$ cat config.mk
export PLATFORM = sky130hd
export DESIGN_NAME = mpp_hover_scheduler
export DESIGN_NICKNAME = d
export VERILOG_FILES = /design/src/rtl/mpp_hover_scheduler.sv
export SDC_FILE = /design/constraint.sdc
export NUM_CORES = 1
export LEC_CHECK = 0
export ABC_CLOCK_PERIOD_IN_PS = 9700
export CAP_MARGIN = 15
export CORE_MARGIN = 2
export CORE_UTILIZATION = 40
export CTS_CLUSTER_DIAMETER = 50
export CTS_CLUSTER_SIZE = 10
export DETAILED_ROUTE_END_ITERATION = 12
export HOLD_SLACK_MARGIN = 0.15
export PLACE_DENSITY = 0.65
export SETUP_SLACK_MARGIN = 0.3
export SYNTH_ARGS = -nofsm -noshare
export SYNTH_HDL_FRONTEND = slang
export SYNTH_SLANG_ARGS = --single-unit
export TNS_END_PERCENT = 20
$ cat constraint.sdc
create_clock -name clk -period 9.7 [get_ports clk]
set_input_delay 2.425 -clock clk [delete_from_list [all_inputs] [get_ports clk]]
set_output_delay 2.425 -clock clk [all_outputs]
set_load 0.02 [all_outputs]
$ cat src/rtl/mpp_hover_scheduler.sv
// -----------------------------------------------------------------------------
// mpp_hover_scheduler
//
// Sequences the enable of an MPP ring-hover generator as a run made of an
// optional lead-in delay followed by a number of bursts separated by gaps.
// While the enable is high, the monitored generator output is peak-tracked.
//
// Ports
//   clk              : single clock, everything changes on the rising edge
//   rst              : synchronous active-high reset
//   start            : run request, only honoured while idle
//   abort            : terminates an active run (lead, burst or gap)
//   cfg_lead_len     : idle cycles between start and the first burst (0 = none)
//   cfg_burst_len    : enable-high cycles per burst (0 treated as 1)
//   cfg_gap_len      : enable-low cycles between bursts (0 treated as 1)
//   cfg_repeat       : bursts per run (0 treated as 1)
//   MPPsignal_in     : monitored generator output, unsigned
//   enablePortTypeHF : registered generator enable, high exactly in BURST
//   busy             : high in every state except IDLE
//   done             : one-cycle pulse on normal completion
//   aborted          : one-cycle pulse when a run is aborted
//   burst_cnt        : bursts completed in the current or last run (saturating)
//   peak_out         : largest MPPsignal_in seen while the enable was high
// -----------------------------------------------------------------------------
module mpp_hover_scheduler #(
   parameter int CNT_W = 16,
   parameter int SIG_W = 24
) (
   input  logic             clk,
   input  logic             rst,
   input  logic             start,
   input  logic             abort,
   input  logic [CNT_W-1:0] cfg_lead_len,
   input  logic [CNT_W-1:0] cfg_burst_len,
   input  logic [CNT_W-1:0] cfg_gap_len,
   input  logic [7:0]       cfg_repeat,
   input  logic [SIG_W-1:0] MPPsignal_in,
   output logic             enablePortTypeHF,
   output logic             busy,
   output logic             done,
   output logic             aborted,
   output logic [7:0]       burst_cnt,
   output logic [SIG_W-1:0] peak_out
);

   localparam logic [CNT_W-1:0] CNT_ZERO = {CNT_W{1'b0}};
   localparam logic [CNT_W-1:0] CNT_ONE  = {{(CNT_W-1){1'b0}}, 1'b1};

   typedef enum logic [2:0] {
      ST_IDLE  = 3'd0,
      ST_LEAD  = 3'd1,
      ST_BURST = 3'd2,
      ST_GAP   = 3'd3,
      ST_DONE  = 3'd4
   } state_t;

   state_t           state_r;
   logic [CNT_W-1:0] cnt_r;          // down-counter for the current phase, 0 = last cycle
   logic [CNT_W-1:0] burst_len_r;    // latched, already normalised to >= 1
   logic [CNT_W-1:0] gap_len_r;      // latched, already normalised to >= 1
   logic [7:0]       rep_left_r;     // bursts still to run, including the current one

   logic [CNT_W-1:0] burst_eff_s;
   logic [CNT_W-1:0] gap_eff_s;
   logic [7:0]       rep_eff_s;
   logic             lead_zero_s;
   logic             cnt_zero_s;
   logic             last_burst_s;
   logic             abort_hit_s;

   // A zero length would otherwise wrap the down-counter; run it as one cycle.
   function automatic logic [CNT_W-1:0] len_at_least_one(input logic [CNT_W-1:0] len);
      if (len == CNT_ZERO) begin
         return CNT_ONE;
      end else begin
         return len;
      end
   endfunction

   // Same normalisation for the 8-bit repeat count.
   function automatic logic [7:0] rep_at_least_one(input logic [7:0] rep);
      if (rep == 8'd0) begin
         return 8'd1;
      end else begin
         return rep;
      end
   endfunction

   // Saturating increment for the completed-burst counter.
   function automatic logic [7:0] sat_inc8(input logic [7:0] val);
      if (val == 8'hFF) begin
         return 8'hFF;
      end else begin
         return val + 8'd1;
      end
   endfunction

   // Normalised configuration and phase-end decode.
   always_comb begin
      burst_eff_s  = len_at_least_one(cfg_burst_len);
      gap_eff_s    = len_at_least_one(cfg_gap_len);
      rep_eff_s    = rep_at_least_one(cfg_repeat);
      lead_zero_s  = (cfg_lead_len == CNT_ZERO);
      cnt_zero_s   = (cnt_r == CNT_ZERO);
      last_burst_s = (rep_left_r <= 8'd1);
      abort_hit_s  = 1'b0;
      case (state_r)
         ST_LEAD, ST_BURST, ST_GAP: abort_hit_s = abort;
         ST_IDLE, ST_DONE:          abort_hit_s = 1'b0;
         default:                   abort_hit_s = 1'b0;
      endcase
   end

   // Run sequencer: state, phase counter, latched configuration and all outputs.
   always_ff @(posedge clk) begin
      if (rst) begin
         state_r          <= ST_IDLE;
         cnt_r            <= CNT_ZERO;
         burst_len_r      <= CNT_ZERO;
         gap_len_r        <= CNT_ZERO;
         rep_left_r       <= 8'd0;
         enablePortTypeHF <= 1'b0;
         busy             <= 1'b0;
         done             <= 1'b0;
         aborted          <= 1'b0;
         burst_cnt        <= 8'd0;
         peak_out         <= {SIG_W{1'b0}};
      end else begin
         done    <= 1'b0;
         aborted <= 1'b0;

         // Peak is sampled on every enable-high cycle except the one that is
         // being aborted, so an abort leaves peak_out exactly as it was.
         if (enablePortTypeHF && !abort_hit_s && (MPPsignal_in > peak_out)) begin
            peak_out <= MPPsignal_in;
         end

         if (abort_hit_s) begin
            // Abort wins over any phase end, including the last burst cycle.
            state_r          <= ST_IDLE;
            cnt_r            <= CNT_ZERO;
            enablePortTypeHF <= 1'b0;
            busy             <= 1'b0;
            aborted          <= 1'b1;
         end else begin
            case (state_r)
               ST_IDLE: begin
                  if (start) begin
                     // The lead length is consumed here by loading the counter,
                     // so only the later-used lengths need their own latch.
                     burst_len_r <= burst_eff_s;
                     gap_len_r   <= gap_eff_s;
                     rep_left_r  <= rep_eff_s;
                     burst_cnt   <= 8'd0;
                     peak_out    <= {SIG_W{1'b0}};
                     busy        <= 1'b1;
                     if (lead_zero_s) begin
                        state_r          <= ST_BURST;
                        cnt_r            <= burst_eff_s - CNT_ONE;
                        enablePortTypeHF <= 1'b1;
                     end else begin
                        state_r <= ST_LEAD;
                        cnt_r   <= cfg_lead_len - CNT_ONE;
                     end
                  end else begin
                     state_r <= ST_IDLE;
                  end
               end

               ST_LEAD: begin
                  if (cnt_zero_s) begin
                     state_r          <= ST_BURST;
                     cnt_r            <= burst_len_r - CNT_ONE;
                     enablePortTypeHF <= 1'b1;
                  end else begin
                     cnt_r <= cnt_r - CNT_ONE;
                  end
               end

               ST_BURST: begin
                  if (cnt_zero_s) begin
                     burst_cnt        <= sat_inc8(burst_cnt);
                     enablePortTypeHF <= 1'b0;
                     if (last_burst_s) begin
                        state_r    <= ST_DONE;
                        cnt_r      <= CNT_ZERO;
                        rep_left_r <= 8'd0;
                        done       <= 1'b1;
                     end else begin
                        state_r    <= ST_GAP;
                        cnt_r      <= gap_len_r - CNT_ONE;
                        rep_left_r <= rep_left_r - 8'd1;
                     end
                  end else begin
                     cnt_r <= cnt_r - CNT_ONE;
                  end
               end

               ST_GAP: begin
                  if (cnt_zero_s) begin
                     state_r          <= ST_BURST;
                     cnt_r            <= burst_len_r - CNT_ONE;
                     enablePortTypeHF <= 1'b1;
                  end else begin
                     cnt_r <= cnt_r - CNT_ONE;
                  end
               end

               ST_DONE: begin
                  // Single completion cycle; start is ignored here as busy is high.
                  state_r <= ST_IDLE;
                  busy    <= 1'b0;
               end

               default: begin
                  state_r          <= ST_IDLE;
                  cnt_r            <= CNT_ZERO;
                  enablePortTypeHF <= 1'b0;
                  busy             <= 1'b0;
               end
            endcase
         end
      end
   end

endmodule

== Yosys cells after proc, flatten, opt, wreduce, memory -nomap -nowiden ==
Cells that the tools add are included.
Storage, ports and cells
  bits in registers: 95
  input port bits: 84
  output and inout bits: 36
  word-level logic and storage cells: 91
Cells by class
  $add $sub $neg: 7
  $lt $le $gt $ge: 2
  equality and inequality tests: 9
  multiplexer cells: 37
  bitwise operators: 5
  reduce and logical (&&, ||, !) cells: 20
Operator list (number)
  $mux W16: 7
  $mux W24: 4
  $sub A16 B1 Y16 const B: 5
  $logic_not A16 Y1: 4
  $pmux W16 S4: 1
  $mux W8: 7
  $pmux W8 S2: 2
  $gt A24 B24 Y1: 1
  $mux W3: 4
  $pmux W3 S3: 1
  $add A8 B1 Y8 const B: 1
  $eq A8 B8 Y1 const B: 1
  $le A8 B1 Y1 const B: 1
  $logic_not A8 Y1: 1
  $mux W1: 8
  $sub A8 B1 Y8 const B: 1
  $eq A3 B2 Y1 const B: 2
  $ne A2 B2 Y1 const B: 3
  $reduce_and A2 Y1: 3
  $not A1 Y1: 5
  $reduce_and A5 Y1: 1
  $pmux W1 S4: 1
  $reduce_and A4 Y1: 1
  $reduce_or A2 Y1: 2
  12 further kinds: 13

== Longest topological paths before layout ==
Gate-level depths: netlist of the first run.
  word-level depth: 10
  mapped depth: 14
  gate-level depth less buffers: 13

== Worst setup path after synthesis of the first run ==
Ideal clock, no wire load.
  kind: input to register
  start: input cfg_lead_len[1]
  end: register cnt_r[10]
  library setup time: 0.123 ns
  data arrival time: 4.770 ns
  data required time: 9.577 ns
  setup slack: 4.807 ns
  stages on the path: 14
  path buffers: 2
  cells stage by stage: or3_1 > nor4_4 > and3_1 > buf_4 > buf_6 > a21oi_1 > ha_1 > nor4b_1 > nand2_1 > a31oi_1 > o311ai_1 > xor2_1 > a22oi_1 > o21ai_1
Between the ends
  word-level cells in the longest chain between the ends: 4
  elaborated cells on any way between the ends: 5
  those cells by class: add/sub (1); mux (3); reduce/logical (1)
RTL lines
  start: declaration: line 33  | input logic [CNT_W-1:0] cfg_lead_len,
  $sub A16 B1 Y16 or $logic_not A16 Y1 (tied branches): line 163, 103
  $mux W16 *: line 157  | if (lead_zero_s) begin
  $mux W16 *: line 148  | if (start) begin
  $pmux W16 S4 *: line 146  | case (state_r)
  end signal: assignment: line 159  | cnt_r <= burst_eff_s - CNT_ONE;
  end signal: assignment: line 163  | cnt_r <= cfg_lead_len - CNT_ONE;
  end signal: assignment: line 173  | cnt_r <= burst_len_r - CNT_ONE;
  end: declaration: line 58  | logic [CNT_W-1:0] cnt_r;
Mark *: on every way between the ends. The rest lies on a longest branch, timed or not. The select of a mux whose other input is x is not followed.
A chain may end at the register's enable or synchronous reset.

== Worst setup path after layout of the first run ==
  start: input cfg_lead_len[11]
  end: register cnt_r[14]
Same word-level chain as after synthesis.

==> metrics.md, run 1 <==
| Metric | Value |
|---|---|
| Status | `complete, no violations` |
| Area grow syn2layout | `25.0%` |
| I/O Buffers | `around 120` |
| Post-Route Utilization | `0.508` |
| Maximum capacitance violations | `0` |
| Initial Utilization | `0.406` |
| Share of layout cells above drive strength 1 | `0.0589` |
| CTS H-tree depth | `3` |
| CTS clock-pin slew for the worst setup and hold paths | `roughly 60 ps` |
| Mapped Area | `0.00643 sq mm` |
| Slew Viols, Final | `0` |
| Power Density | `239 mW/mm^2` |
| Die Ht | `~130 um` |
| Min cycle time layout | `5550 ps` |
| Crit path capture | `cnt_r[14]$_SDFFE_PP0P_` |
| First-pass GRT wire length | `31.7 mm` |
| Dominant cell type by area after synthesis | `dfxtp_1` |
| Clock Tree Buf Depth | `2` |
| VDD IR-drop max | `between 0.1 and 0.15 mV` |
| Synth Instances | `834` |
| Final setup vio count | `0` |
| Layout fillers | `1566` |
| CTS buffer count | `9` |
| Setup bufs post-CTS | `0` |
| Yosys reg bits | `95` |
| Critical Path RT | `9960 ps` |
| DP Area | `0.00776 sq mm` |
| FFs w/ async S/R, synth | `0` |
| Total global routing overflow | `0` |
| Ant. Diodes | `0` |
| Avg Inst Size Synth | `7.71 sq um` |
| Worst skew pair latency | `~360 ps` |
| Nets@finish | `1044` |
| CTS Hold Bufs | `0` |
| Slew of the pin with the lowest slew margin | `942 ps` |
| Num ports | `120` |
| Via count | `6583` |
| Period utilization | `0.572` |
| Wire length per cell | `~17 um` |
| Worst Slack Setup Final | `4150 ps` |
| Cell Rows | `46` |
| Register area share after synthesis | `0.296` |
| CP Class | `in -> reg` |
| Post-synth cell types | `73` |
| Remaining antenna violation count | `0` |
| Setup tns final | `0 ps` |
| Final WL | `~20 mm` |
| Iteration-0 DRC Markers | `about 460` |
| CTS Sinks | `95` |
| CP max FO | `17` |
| Drt pass-1 iters | `5` |
| Hold Crit Class | `reg -> reg` |
| Detailed Place HPWL | `~15 mm` |
| Gates resized, CTS repair | `0` |
| Final clock skew | `11.2 ps` |
| Warnings from Yosys | `0` |
| CTS tree | `built` |
| Via-to-Cell Ratio | `5.72` |
| Root Buffer | `clkbuf_16` |
| Worst r2r src | `cnt_r[0]$_SDFFE_PP0P_` |
| Final hold vios | `0` |
| Prevailing post-synth register cell | `dfxtp_1` |
| Syn_nets | `949` |
| Pleak | `2.74 nW` |
| FF-to-FF setup slack | `between 6000 and 7000 ps` |
| Die area | `0.0171 sq mm` |
| CP Data Arrival Time | `5800 ps` |
| CP Launch Point | `cfg_lead_len[11]` |
| Number of synthesized flops with an enable pin | `0` |
| Core ar. | `0.0158 sq mm` |
| Post-synth top area share | `0.296` |
| Total GRT Usage | `0.234` |
| Chip width | `131 um` |
| CP Capture Type | `flip-flop` |
| Vias in the first global route | `6025` |
| Achievable Freq | `about 180 MHz` |
| Pin count of the biggest net entering global routing | `44` |
| RePlAce Congestion | `0.947` |
| Total power draw | `1.92 mW` |
| DRC violations left | `0` |
| Synth area leaders | `dfxtp_1 30%, a21oi_1 6.5%, ha_1 6.0%` |
| Slew margin rel. | `0.372` |
| RR Endpoint | `burst_cnt[6]$_SDFFE_PP0P_` |
| Setup crit start kind | `primary input` |
| Initial antenna violation count | `0` |
| RSZ-0062 raised after global routing | `false` |
| Pre-CTS setup slack | `3850 ps` |
| Final instance area | `between 0.008 and 0.009 sq mm` |
| Reg2Reg Depth | `9` |
[per-stage QoR]
stage / hold WS (ps) / instances
2_1_floorplan: 445 / 834
3_3_place_gp: 459 / 1134
3_5_place_dp: 466 / 1134
4_1_cts: 476 / 1150
5_1_grt: 485 / 1150
6_report: 472 / 1150
[cell usage in the layout, fill, tap and decap left out, drive strengths merged, types with 4 or more instances in the layout]
master         synthesis  routed
a211oi                20      20
a21boi                25      25
a21o                   4       4
a21oi                 84      84
a221oi                 9       9
a22o                  11      11
a22oi                  9       9
a41oi                  4       4
and3                   6       6
buf                   14       8
clkbuf                29      10
clkdlybuf4s50          0     119
clkinv                 0       4
dfxtp                 95      95
ha                    31      31
inv                   37      39
nand2                 82      82
nand2b                11      11
nand3                 36      36
nand4                  6       6
nor2                  51      51
nor3                  43      43
nor3b                  7       7
nor4                  25      25
o211ai                 7       7
o21ai                 65      65
o22ai                  5       5
or2                    9       9
or3                   12      12
or4                   10      10
xnor2                 23      23
xor2                  18      18
[cell usage after synthesis, types with 4 or more instances]
library cell  count
a211oi_1         19
a21boi_0         24
a21o_1            4
a21oi_1          84
a221oi_1          9
a22o_1           11
a22oi_1           9
a41oi_1           4
and3_1            6
buf_1             4
buf_2             5
clkbuf_1         28
dfxtp_1          95
ha_1             31
inv_1            37
nand2_1          82
nand2b_1         11
nand3_1          35
nand4_1           6
nor2_1           51
nor3_1           40
nor3b_2           4
nor4_1           22
o211ai_1          7
o21ai_0          60
o21ai_1           5
o22ai_1           5
or2_2             8
or3_1            11
or4_1             7
xnor2_1          23
xor2_1           18
[worst min-delay path by stage]
| stage | startpoint | depth (start not counted) | end | slack (ps) |
|---|---|---|---|---|
| floorplan | gap_len_r[1]$_SDFFE_PP0P_ | 2 | gap_len_r[1]$_SDFFE_PP0P_ | 450 |
| global placement | burst_len_r[15]$_SDFFE_PP0P_ | 2 | burst_len_r[15]$_SDFFE_PP0P_ | 460 |
| detailed placement | gap_len_r[1]$_SDFFE_PP0P_ | 2 | gap_len_r[1]$_SDFFE_PP0P_ | 470 |
| CTS | burst_len_r[15]$_SDFFE_PP0P_ | 2 | burst_len_r[15]$_SDFFE_PP0P_ | 480 |
| global route | burst_len_r[15]$_SDFFE_PP0P_ | 2 | burst_len_r[15]$_SDFFE_PP0P_ | 480 |
| finish | burst_len_r[15]$_SDFFE_PP0P_ | 2 | burst_len_r[15]$_SDFFE_PP0P_ | 470 |
[cell families (layout without fill, tap and decap cells)]
family | after synthesis | after routing | share of synthesized area
AND/OR/NAND/NOR | 311 | 311 | 0.258
buffers and inverters | 80 | 180 | 0.0549
flip-flops | 95 | 95 | 0.296
XOR/XNOR | 41 | 41 | 0.0558
multiplexers | 3 | 3 | 0.00467
adder cells (fa/ha/maj) | 31 | 31 | 0.0603
AO/OA/AOI/OAI | 273 | 273 | 0.271
[power by group]
group,internal (mW),switching (mW),total [mW]
sequential,0.473,0.113,0.585
combinational,0.398,0.594,0.991
clock,0.183,0.161,0.344
total,1.05,0.867,1.92
[flip-flops by register name (all words and copies together), names as in the netlist]
register and count:
cnt_r 16, burst_cnt 8, busy 1, gap_len_r 16, state_r 3, aborted 1
done 1, enablePortTypeHF 1, peak_out 24, burst_len_r 16, rep_left_r 8
[worst max-delay path, cell delays in order]
cell,delay (ps)
clkdlybuf4s50_1,510
or4_4,600
nor4_4,240
and3_1,630
a21oi_1,160
ha_1,270
nor4b_1,170
nand2_1,80
a31oi_1,80
o2111ai_1,170
xor2_1,180
a21oi_1,80
a211oi_1,200
[area by class of cell]
cell class,count,area (sq um),share of cell area
Clock buffer,10,239,0.0297
Clock inverter,6,43.8,0.00545
Inverter,37,139,0.0173
Multi-Input combinational cell,659,4200,0.522
Sequential cell,95,1900,0.237
Tap cell,216,270,0.0336
Timing Repair Buffer,127,1250,0.156
[routing by layer]
metal	share of wire	track usage	vias up
met5	0	0	-
met4	0.029	0.0907	0
met3	0.063	0.0366	39
met2	0.44	0.361	254
met1	0.47	0.330	3015
li1	-	-	3275
Power figures use the tool's default switching activity.
==> inputs of run 2 (changes only) <==
ABC_CLOCK_PERIOD_IN_PS = 4750   (was 9700)
PLACE_DENSITY = 0.67   (was 0.65)
clock period = 4.75 ns   (was 9.7 ns; I/O delays follow)
==> metrics.md, run 2 (synthesis gave the netlist of run 1 again) <==
| Metric | Value |
|---|---|
| Initial Utilization | `0.406` |
| Via count | `6590` |
| Setup bufs post-CTS | `0` |
| Switching share of power | `0.444` |
| Total global routing overflow | `0` |
| CTS tree | `built` |
| Drt pass-1 iters | `5` |
| Reg2Reg Depth | `6` |
| Cell Rows | `between 40 and 50` |
| Gates resized, CTS repair | `0` |
| First-pass GRT wire length | `31.2 mm` |
| Ant. Diodes | `0` |
| CTS Hold Bufs | `0` |
| Final WL | `19.5 mm` |
| RSZ-0062 raised after global routing | `false` |
| Power Density | `490 mW/mm^2` |
| Core ar. | `0.0158 sq mm` |
| Min cycle time layout | `4070 ps` |
| Worst hold path depth | `2` |
| VDD IR-drop max | `~0.23 mV` |
| Remaining antenna violation count | `0` |
| Pin count of the biggest net entering global routing | `43` |
| Period utilization | `0.857` |
| Vias in the first global route | `between 5000 and 6000` |
| Via-to-Cell Ratio | `between 5 and 6` |
| Slew Viols, Final | `0` |
| Chip width | `131 um` |
| Clock power frac | `0.191` |
| Post-Layout Cell Count | `approximately 1200` |
| Wire length per cell | `16.9 um` |
| Final hold vios | `0` |
| Area grow syn2layout | `25.9%` |
| Most common cell after layout, fill and taps aside | `clkdlybuf4s50_1` |
| CP Class | `in -> reg` |
| Num ports | `120` |
| Die area | `0.0171 sq mm` |
| Slew margin rel. | `0.233` |
| I/O Buffers | `119` |
| Initial antenna violation count | `0` |
| Worst skew pair latency | `around 360 ps` |
| RePlAce Congestion | `0.900` |
| Critical Path RT | `4980 ps` |
| Status | `complete, no violations` |
| Comb pwr share | `0.510` |
| Final clock skew | `12.4 ps` |
| Final setup vio count | `0` |
| Setup tns final | `0 ps` |
| Maximum capacitance violations | `0` |
| Largest register by flop count | `peak_out` |
| Total GRT Usage | `0.232` |
| CP max FO | `7` |
| Most frequent cells in the layout | `119 x clkdlybuf4s50_1, 95 x dfxtp_1, 84 x a21oi_1` |
| Hold Crit Class | `reg -> reg` |
| Root Buffer | `clkbuf_16` |
| Detailed Place HPWL | `14.6 mm` |
| CP Capture Type | `flip-flop` |
| DRC violations left | `0` |
| CTS clock-pin slew for the worst setup and hold paths | `60 ps` |
| CTS buffer count | `9` |
| Sequential power share | `0.299` |
| Nets@finish | `1050` |
| Placed cells | `1140` |
| CP Data Arrival Time | `4300 ps` |
| Achievable Freq | `246 MHz` |
| Slew of the pin with the lowest slew margin | `1150 ps` |
| CTS H-tree depth | `3` |
| Die Ht | `131 um` |
| Internal power | `2.21 mW` |
| Clock Tree Buf Depth | `2` |
| Share of layout cells above drive strength 1 | `0.0638` |
| Psw | `1.76 mW` |
| Iteration-0 DRC Markers | `between 500 and 600` |
| Pleak | `about 2.8 nW` |
| CTS Sinks | `95` |
| Setup crit start kind | `primary input` |
| Largest register FFs | `24` |
==> run 2: final timing paths <==
path                               end  slack [ps]                      start
max             cnt_r[10]$_SDFFE_PP0P_         680           cfg_burst_len[8]
min          gap_len_r[1]$_SDFFE_PP0P_         480  gap_len_r[1]$_SDFFE_PP0P_
max reg2reg      cnt_r[6]$_SDFFE_PP0P_        1660    state_r[1]$_SDFFE_PP0P_
min reg2reg  gap_len_r[1]$_SDFFE_PP0P_         480  gap_len_r[1]$_SDFFE_PP0P_
==> run 2: power groups by stage <==
stage	Sequential [mW]	Clock [mW]	Combinational [mW]
after floorplan	1.16	0	1.48
after global placement	1.20	0	1.99
after detailed placement	1.20	0	1.99
after CTS	1.19	0.771	2.01
after global routing	1.22	0.800	2.24
final	1.19	0.757	2.03
==> run 2: metrics by stage <==
| stage | power (mW) | utilization | hold WS [ps] | area [sq um] | setup WS, ps |
|---|---|---|---|---|---|
| final | 3.97 | 0.512 | 479 | 8100 | 678 |
| after global routing | 4.27 | 0.512 | 500 | 8100 | 471 |
| after CTS | 3.96 | 0.512 | 479 | 8100 | 741 |
| after detailed placement | 3.20 | 0.493 | 470 | 7800 | 395 |
| after global placement | 3.19 | 0.493 | 464 | 7800 | 537 |
| after floorplan | 2.64 | - | 445 | 6430 | 1090 |
==> run 2: layout make-up <==
type / count / area [sq um]
fillers: 1561 / 7730
well taps: 216 / 270
multi-input cells: 659 / 4190
repair buffers: 133 / 1300
clock buffers: 10 / 239
inverters: 37 / 139
clock inverters: 6 / 66.3
flip-flops and latches: 95 / 1900
==> run 2: routing by layer <==
layer,track usage,share of wire
met2,0.370,0.46
met5,0,0
met1,0.320,0.47
met4,0.0763,0.023
met3,0.0371,0.053
==> run 2: worst max-delay path, cell delays in order <==
cell and delay (ps):
clkdlybuf4s50_1 610, or4_4 220, nor4_4 60, a21oi_1 250
nor2_1 60, nor2_1 160, ha_1 240, nor4b_1 370
nand2_1 100, a31oi_1 360, o311ai_1 210, xor2_1 210
a22oi_1 190, o21ai_1 70
==> inputs of run 3 (changes only) <==
SETUP_SLACK_MARGIN = 0.1   (was 0.3)
==> results of run 3 <==
No change in the layout: final DEF, timing and power equal those of run 2.
